==> src/rtl/equiv_miter_monitor.sv <==
// Cycle-by-cycle equivalence monitor for a golden/candidate output pair, with
// per-side latency alignment, warm-up masking, saturating counters and first-failure capture.
module equiv_miter_monitor #(
   parameter int WIDTH        = 91,
   parameter int LAT_A        = 0,
   parameter int LAT_B        = 0,
   parameter int WARMUP       = 4,
   parameter int CNT_W        = 16,
   parameter int STOP_ON_FAIL = 0
) (
   input  logic             clk,
   input  logic             rst_n,
   input  logic             en,
   input  logic             clear,
   input  logic [WIDTH-1:0] y_a,
   input  logic [WIDTH-1:0] y_b,
   output logic             mismatch,
   output logic             fail,
   output logic             halted,
   output logic [CNT_W-1:0] cmp_cnt,
   output logic [CNT_W-1:0] mis_cnt,
   output logic [CNT_W-1:0] first_idx,
   output logic [WIDTH-1:0] first_diff
);

   typedef enum logic [1:0] {WARM, RUN, HALT} state_t;

   localparam state_t           RST_STATE = (WARMUP == 0) ? RUN : WARM;
   localparam logic [7:0]       WARM_LAST = 8'(WARMUP);
   localparam logic [CNT_W-1:0] CNT_MAX   = '1;

   logic [WIDTH-1:0] a_dly, b_dly, diff;

   if (LAT_A == 0) begin : g_a_pass
      assign a_dly = y_a;
   end else begin : g_a_line
      logic [WIDTH-1:0] line_q [LAT_A];
      // NOTE: the delay line is reset on purpose so a restarted run never compares stale samples.
      always_ff @(posedge clk) begin
         if (!rst_n) begin
            for (int i = 0; i < LAT_A; i++) line_q[i] <= '0;
         end else begin
            line_q[0] <= y_a;
            for (int i = 1; i < LAT_A; i++) line_q[i] <= line_q[i-1];
         end
      end
      assign a_dly = line_q[LAT_A-1];
   end

   if (LAT_B == 0) begin : g_b_pass
      assign b_dly = y_b;
   end else begin : g_b_line
      logic [WIDTH-1:0] line_q [LAT_B];
      always_ff @(posedge clk) begin
         if (!rst_n) begin
            for (int i = 0; i < LAT_B; i++) line_q[i] <= '0;
         end else begin
            line_q[0] <= y_b;
            for (int i = 1; i < LAT_B; i++) line_q[i] <= line_q[i-1];
         end
      end
      assign b_dly = line_q[LAT_B-1];
   end

   assign diff = a_dly ^ b_dly;

   state_t           state_q, state_d;
   logic [7:0]       warm_q, warm_d;
   logic [CNT_W-1:0] cmp_q, cmp_d, mis_q, mis_d, fidx_q, fidx_d;
   logic [WIDTH-1:0] fdiff_q, fdiff_d;
   logic             fail_q, fail_d, mismatch_q, mismatch_d;

   always_comb begin
      // NOTE: every target gets a default first so no path can infer a latch.
      state_d    = state_q;
      warm_d     = warm_q;
      cmp_d      = cmp_q;
      mis_d      = mis_q;
      fidx_d     = fidx_q;
      fdiff_d    = fdiff_q;
      fail_d     = fail_q;
      mismatch_d = 1'b0;

      if (clear) begin
         // Clear wins over a same-cycle compare; warm-up neither advances nor completes.
         fail_d  = 1'b0;
         mis_d   = '0;
         fidx_d  = '0;
         fdiff_d = '0;
         if (state_q == HALT) state_d = RUN;
      end else if (en) begin
         unique case (state_q)
            WARM: begin
               warm_d = warm_q + 8'd1;
               if (warm_d == WARM_LAST) state_d = RUN;
            end
            RUN: begin
               if (cmp_q != CNT_MAX) cmp_d = cmp_q + 1'b1;
               if (diff != '0) begin
                  mismatch_d = 1'b1;
                  fail_d     = 1'b1;
                  if (mis_q != CNT_MAX) mis_d = mis_q + 1'b1;
                  if (!fail_q) begin
                     fidx_d  = cmp_q;
                     fdiff_d = diff;
                  end
                  if (STOP_ON_FAIL != 0) state_d = HALT;
               end
            end
            default: ;
         endcase
      end
   end

   // NOTE: state registers use non-blocking assignments so all updates see pre-edge values.
   always_ff @(posedge clk) begin
      if (!rst_n) begin
         state_q    <= RST_STATE;
         warm_q     <= '0;
         cmp_q      <= '0;
         mis_q      <= '0;
         fidx_q     <= '0;
         fdiff_q    <= '0;
         fail_q     <= 1'b0;
         mismatch_q <= 1'b0;
      end else begin
         state_q    <= state_d;
         warm_q     <= warm_d;
         cmp_q      <= cmp_d;
         mis_q      <= mis_d;
         fidx_q     <= fidx_d;
         fdiff_q    <= fdiff_d;
         fail_q     <= fail_d;
         mismatch_q <= mismatch_d;
      end
   end

   assign mismatch   = mismatch_q;
   assign fail       = fail_q;
   assign halted     = (state_q == HALT);
   assign cmp_cnt    = cmp_q;
   assign mis_cnt    = mis_q;
   assign first_idx  = fidx_q;
   assign first_diff = fdiff_q;

endmodule
==> config.mk <==
export PLATFORM = sky130hd
export DESIGN_NAME = equiv_miter_monitor
export DESIGN_NICKNAME = d
export VERILOG_FILES = /design/src/rtl/equiv_miter_monitor.sv
export SDC_FILE = /design/constraint.sdc
export NUM_CORES = 1
export LEC_CHECK = 0
export BUFFER_PORTS_ARGS = -buffer_cell sky130_fd_sc_hd__buf_4
export CORE_AREA = 2 2 127 129
export DETAILED_ROUTE_END_ITERATION = 8
export DIE_AREA = 0 0 129 131
export PLACE_DENSITY = 0.85
export SYNTH_ARGS = -nofsm -noshare
export SYNTH_HDL_FRONTEND = slang
export SYNTH_SLANG_ARGS = --single-unit
==> constraint.sdc <==
create_clock -name clk -period 4.3 [get_ports clk]
set_input_delay 0.43 -clock clk [delete_from_list [all_inputs] [get_ports clk]]
set_output_delay 0.43 -clock clk [all_outputs]
set_load 0.05 [all_outputs]
==> metrics.md, run 1 <==
| Metric | Value |
|---|---|
| I/O Buffers | around 330 |
| YS warnings | 0 |
| Filler Cells Inserted | 1303 |
| Design Area, Final | between 9000 and 10000 um^2 |
| CP required | between 4 and 5 ns |
| I/O pin total | approximately 330 |
| P&R area growth vs syn | 45.1% |
| Hold-fix buffers, CTS | 0 |
| Via/cell ratio | slightly above 5 |
| Most frequent cells in the layout | buf_4 (331), dfxtp_1 (150), xnor2_1 (75) |
| CTS buffer count | 17 |
| Syn Area/Cell | 8.82 um^2 |
| Critical Path Sink Type | register |
| Max-cap violations | 0 |
| Grt ovf | 0 |
| Period minus WS final | roughly 2.7 ns |
| Final net count | 1261 |
| Initial antenna violation count | 1 |
| Post-DRT Antenna Nets | 0 |
| Main flop type after synthesis | dfxtp_1 |
| Vias | 6693 |
| Async set-reset flop share out of synthesis | 0% |
| Area of placed instances | between 9000 and 10000 um^2 |
| Routed WL | around 21 mm |
| Vias in the first global route | approximately 6200 |
| Placer Congestion | 0.896 |
| Dpl cells | around 1300 |
| CTS tree | done |
| Clk_lat worst skew | approximately 0.42 ns |
| Layout cell share with drive strength beyond 1 | between 30% and 40% |
| Post-synth EDFFs | 0 |
| Sequential area share after synthesis | about 44% |
| Worst-Margin Slew | 1.15 ns |
| Hold Vio Cnt, Final | 0 |
| CTS Buffer Depth | 2 |
| Max Fanout on Critical Path | between 100 and 150 |
| CTS clk-pin slew, worst paths | 0.07 ns |
| Fin cells | 1301 |
| PwrDens | 320 nW/um^2 |
| Startpoint types | input pin |
| LEAKAGE | approximately 3.9 nW |
| Fmax | roughly 370 MHz |
| Syn Std Cell Area | 6810 um^2 |
| Root Driver | clkbuf_16 |
| Critical path class | input pin to register |
| DP HPWL | 16.4 mm |
| Post-route clock period utilization | 62.2% |
| Initial DRC count | approximately 430 |
| Cell row count | between 40 and 50 |
| RSZ-0062 raised after global routing | false |
| Final setup violation count | 0 |
| Worst Clk Skew | roughly 0.011 ns |
| Synthesized instance count | approximately 770 |
| Setup Buffers After CTS | 0 |
| Multi-input logic area | 3530 um^2 |
| Routed len/inst | roughly 16 um |
| GR Util All Layers | 23.9% |
| Final Util | around 63% |
| TritonRoute pass-1 iters | 5 |
| Max-slew violation count | 0 |
| Die W | between 100 and 150 um |
| Mapped Nets | ~960 |
| First-pass GRT wire length | 31.4 mm |
| Setup_tns | 0 ns |
| DRC viols | 0 |
| Status | completed |
| Final total power | ~3.2 mW |
| DIE AREA | between 15000 and 20000 um^2 |
| Unique masters post-synth | 45 |
| Initial Util | 43.7% |
| CTS Sinks | 150 |
| Commonest non-fill, non-tap cell in the layout | buf_4 |
| Core Region | 15600 um^2 |
| Critical Path AT | between 2 and 3 ns |
| H-tree levels | 4 |
| Type of the worst min-delay path | input pin to register |
| Die Span Y | ~130 um |
| Peak supply drop | about 0.24 mV |
| # resized after CTS | 0 |
| Yosys reg bits | 150 |
| Largest net degree at the start of global routing | roughly 120 |
| Max transition margin | ~23% |
| Register area | ~3000 um^2 |
==> synth_stat cells (7+ instances only) <==
cell      instances  area [um^2]
xor2_1           38          333
a211oi_1         65          488
nand3_1          59          295
and2_1           12         75.1
mux2i_1           8         80.1
a21oi_1           8         40.0
nor2_1           74          278
buf_1            10         37.5
nor4_1           15         93.8
dfxtp_1         150         3000
nand2_1          70          263
xnor2_1          75          657
clkbuf_1         23         86.3
o21ai_0          48          240
buf_6             7         78.8
buf_2             7         35.0
nand2b_1         10         62.6
nor2b_1          12         75.1
nand4_1          25          156
==> kinds of logic (layout without fill, tap and decap cells) <==
| logic type | after synthesis | count (layout) | synth area share [%] |
|---|---|---|---|
| other cells | 1 | 3 | 0.0551 |
| mux | 8 | 8 | 1.18 |
| xor+xnor | 113 | 113 | 14.5 |
| buf+inv | 56 | 367 | 4.21 |
| simple gates | 305 | 305 | 22.1 |
| compound gates | 135 | 135 | 13.1 |
| flops | 150 | 150 | 44.1 |
| fa+ha+maj | 4 | 4 | 0.735 |
==> where the power goes <==
part	switching, mW	internal (mW)	total (mW)
clock	0.596	0.864	1.46
sequential	0.00178	1.39	1.39
combinational	0.142	0.169	0.311
==> flip-flops by register name, indices dropped and copies added, names as in the netlist <==
| name | flops |
|---|---|
| cmp_cnt | 16 |
| fail | 1 |
| first_diff | 91 |
| first_idx | 16 |
| mis_cnt | 16 |
| mismatch | 1 |
| state_q | 1 |
| warm_q | 8 |
==> metal layers <==
layer | up-vias | track usage (%) | share of wire [%]
li1 | 3295 | - | -
met4 | 0 | 9.53 | 2.0
met3 | 31 | 7.65 | 7.4
met5 | - | 0 | 0
met2 | 251 | 41.5 | 51
met1 | 3116 | 27.6 | 39
==> critical path, cell delays in order <==
cell     delay, ns
buf_4         0.11
xnor2_1       0.33
nand4_1       0.19
nor4_1        0.45
nand4_1       0.22
o31a_2        0.34
buf_4         0.44
nand3_1       0.24
o21ai_0       0.12
==> worst paths after layout <==
path / slack, ns / startpoint / end / cells after the start
worst max-delay path: 1.62 / y_b[1] / first_idx[4]$_SDFFE_PP0P_ / 9
worst max register to register: 1.83 / mis_cnt[0]$_SDFFE_PP0P_ / mis_cnt[1]$_SDFFE_PP0P_ / 6
worst min register to register: 0.46 / first_diff[59]$_SDFFE_PP0P_ / first_diff[59]$_SDFFE_PP0P_ / 2
worst min-delay path: 0.34 / y_b[12] / first_diff[12]$_SDFFE_PP0P_ / 3
==> per-stage QoR <==
| stage | setup slack, ns | hold slack (ns) |
|---|---|---|
| 2_1_floorplan | 1.96 | 0.504 |
| 3_3_place_gp | 1.33 | 0.444 |
| 3_5_place_dp | 1.23 | 0.452 |
| 4_1_cts | 1.66 | 0.322 |
| 5_1_grt | 1.51 | 0.343 |
| 6_report | 1.62 | 0.335 |
==> area by class of cell <==
class | instances | share of cell area (%)
clock inverters | 13 | 1.33
clock buffers | 18 | 4.44
multi-input cells | 566 | 35.7
diodes | 2 | 0.0506
well taps | 216 | 2.73
flip-flops and latches | 150 | 30.4
inverters | 5 | 0.190
repair buffers | 331 | 25.1
(Power assumes the default switching activity.)
==> run 2: changes to the inputs <==
- clock period: 4.3 -> 2.78 ns (I/O delays scaled with it)
==> metrics.md, run 2 (synthesis gave the netlist of run 1 again) <==
| Metric | Value |
|---|---|
| CTS tree | done (unchanged) |
| Initial Util | 43.7% (unchanged) |
| DIE AREA | 16900 um^2 (unchanged) |
| Final total power | 5.14 mW (was 3.16 mW) |
| Dpl cells | 1278 (was 1268) |
| Routed len/inst | 16.5 um (was 16.4 um) |
| CP Cell Sequence | and4_1, nand4_1, nor4_1, and3b_1, nand4_1, xor2_1, nor2b_1 (was buf_4, xnor2_1, nand4_1, nor4_1, nand4_1, o31a_2, buf_4, nand3_1, o21ai_0) |
| Reg2Reg Setup Slack | 0.53 ns (was 1.83 ns) |
| Critical path's most frequent cell | nand4_1 |
| Max-slew violation count | 0 (unchanged) |
| Fmax | between 400 and 500 MHz |
| Post-route clock period utilization | ~80% |
| Worst Clk Skew | 0.00728 ns (was 0.0112 ns) |
| WHS Path Cells | 3 (unchanged) |
| Most frequent cells in the layout | buf_4 (337), dfxtp_1 (150), xnor2_1 (75) (was buf_4 (331), dfxtp_1 (150), xnor2_1 (75)) |
| Routed WL | 21.7 mm (was 21.3 mm) |
| Post-DRT Antenna Nets | 0 (unchanged) |
| H-tree levels | 4 (unchanged) |
| PwrDens | 511 nW/um^2 (was 320 nW/um^2) |
| Initial antenna violation count | 0 (was 1) |
| Initial DRC count | 365 (was 434) |
| # resized after CTS | 0 (unchanged) |
| Status | completed (unchanged) |
| Via/cell ratio | 5.15 (was 5.14) |
| Die W | 129 um (unchanged) |
| Max transition margin | 40.2% (was 22.9%) |
| Area of placed instances | 9430 um^2 (was 9310 um^2) |
| Die Span Y | 131 um (unchanged) |
| Setup Buffers After CTS | 0 (unchanged) |
| Max-cap violations | 0 (unchanged) |
| Design Area, Final | 10100 um^2 (was 9880 um^2) |
| Final net count | 1271 (was 1261) |
| First-pass GRT wire length | 32.4 mm (was 31.4 mm) |
| R2r worst-path depth | 7 (was 6) |
| Crit path buf inv count | 0 (was 2) |
| Setup_tns | 0 ns (unchanged) |
| R2r startpoint | cmp_cnt[2]$_SDFFE_PN0P_ (was mis_cnt[0]$_SDFFE_PP0P_) |
| Layout cell share with drive strength beyond 1 | 34.6% (was 34.1%) |
| Type of the worst min-delay path | input pin to register (unchanged) |
| Cell row count | 46 (unchanged) |
| Root Driver | clkbuf_16 (unchanged) |
| Worst-Margin Slew | 0.897 ns (was 1.15 ns) |
| CP required | 3.09 ns (was 4.56 ns) |
| Hold Crit Endpoint | first_diff[19]$_SDFFE_PP0P_ (was first_diff[12]$_SDFFE_PP0P_) |
| I/O Buffers | 326 (unchanged) |
| CTS Buffer Depth | 2 (unchanged) |
| Grt ovf | 0 (unchanged) |
| Largest net degree at the start of global routing | 64 (was 123) |
| Min Hold Slack | 0.179 ns (was 0.335 ns) |
| CTS clk-pin slew, worst paths | 0.06 ns (was 0.07 ns) |
| Vias | 6752 (was 6693) |
| Commonest non-fill, non-tap cell in the layout | buf_4 (unchanged) |
| CP max stage delay | 0.48 ns (was 0.45 ns) |
| Hold Vio Cnt, Final | 0 (unchanged) |
| DP HPWL | 16.8 mm (was 16.4 mm) |
| Max Fanout on Critical Path | 7 (was 122) |
| P&R area growth vs syn | 47.9% (was 45.1%) |
| Placer Congestion | 0.883 (was 0.896) |
| CTS buffer count | 17 (unchanged) |
| Critical path class | register to register (was input pin to register) |
| RSZ-0062 raised after global routing | false (unchanged) |
| Min-delay src | y_a[19] (was y_b[12]) |
| Hold-fix buffers, CTS | 0 (unchanged) |
| R2R Path End | cmp_cnt[8]$_SDFFE_PN0P_ (was mis_cnt[1]$_SDFFE_PP0P_) |
| Fin cells | 1310 (was 1301) |
| Period minus WS final | roughly 2.3 ns |
| Peak supply drop | 0.393 mV (was 0.238 mV) |
| GR Util All Layers | 24.7% (was 23.9%) |
| Critical Path Sink Type | register (unchanged) |
| LEAKAGE | 4.02 nW (was 3.93 nW) |
| Final setup violation count | 0 (unchanged) |
| TritonRoute pass-1 iters | 5 (unchanged) |
| Max FFs per register | 91 (unchanged) |
| Startpoint types | register (was input pin) |
| CTS Sinks | 150 (unchanged) |
| Vias in the first global route | 6286 (was 6192) |
| Ant diodes | 0 (was 2) |
| Clk_lat worst skew | 0.42 ns (about the same) |
| Slowest cell on the critical path | nor4_1 (unchanged) |
| Critical Path AT | 2.56 ns (was 2.93 ns) |
| I/O pin total | 328 (unchanged) |
| Critical path's top delay family | simple AND/OR/NAND/NOR gates (unchanged) |
| DRC viols | 0 (unchanged) |
| Core Region | 15600 um^2 (unchanged) |
## run 2: final cells by class
class                      count  area, um^2
clock buffer                  19         433
clock inverter                13         204
fill                        1269        5530
inverter                       5        18.8
multi-input combinational    566        3530
sequential                   150        3000
tap                          216         270
timing repair buffer         341        2610
## run 2: how the worst max path moves through the flow
stage / start / endpoint / slack [ns] / depth (start not counted)
2_1_floorplan: cmp_cnt[2]$_SDFFE_PN0P_ / cmp_cnt[12]$_SDFFE_PN0P_ / 0.44 / 8
3_3_place_gp: y_b[3] / first_diff[56]$_SDFFE_PP0P_ / 0.23 / 8
3_5_place_dp: y_b[70] / first_diff[32]$_SDFFE_PP0P_ / 0.20 / 8
4_1_cts: cmp_cnt[2]$_SDFFE_PN0P_ / cmp_cnt[8]$_SDFFE_PN0P_ / 0.57 / 7
5_1_grt: cmp_cnt[2]$_SDFFE_PN0P_ / cmp_cnt[8]$_SDFFE_PN0P_ / 0.43 / 7
6_report: cmp_cnt[2]$_SDFFE_PN0P_ / cmp_cnt[8]$_SDFFE_PN0P_ / 0.53 / 7
## run 2: report_power, final
group          internal [mW]  switching (mW)
sequential              2.15         0.00257
combinational          0.268           0.222
clock                   1.59           0.910
total                   4.01            1.13
## run 2: layer usage
metal	up-vias	part of all wire, %	global-route usage (%)
li1	3325	-	-
met1	3125	38	27.5
met2	255	51	43.4
met3	47	8.8	9.49
met4	0	2.9	8.89
met5	-	0	0
## run 2: worst reg2reg max path, delay by kind of cell, from the launching register on
kind          cells  cell delay, ns
xor+xnor          1            0.16
flops             1            0.47
simple gates      6            1.51
## run 2: metrics by stage
stage,setup WS [ns],util (%)
floorplan,0.438,-
global placement,0.233,60.5
detailed placement,0.200,60.5
CTS,0.569,64.6
global route,0.428,64.6
finish,0.529,64.6
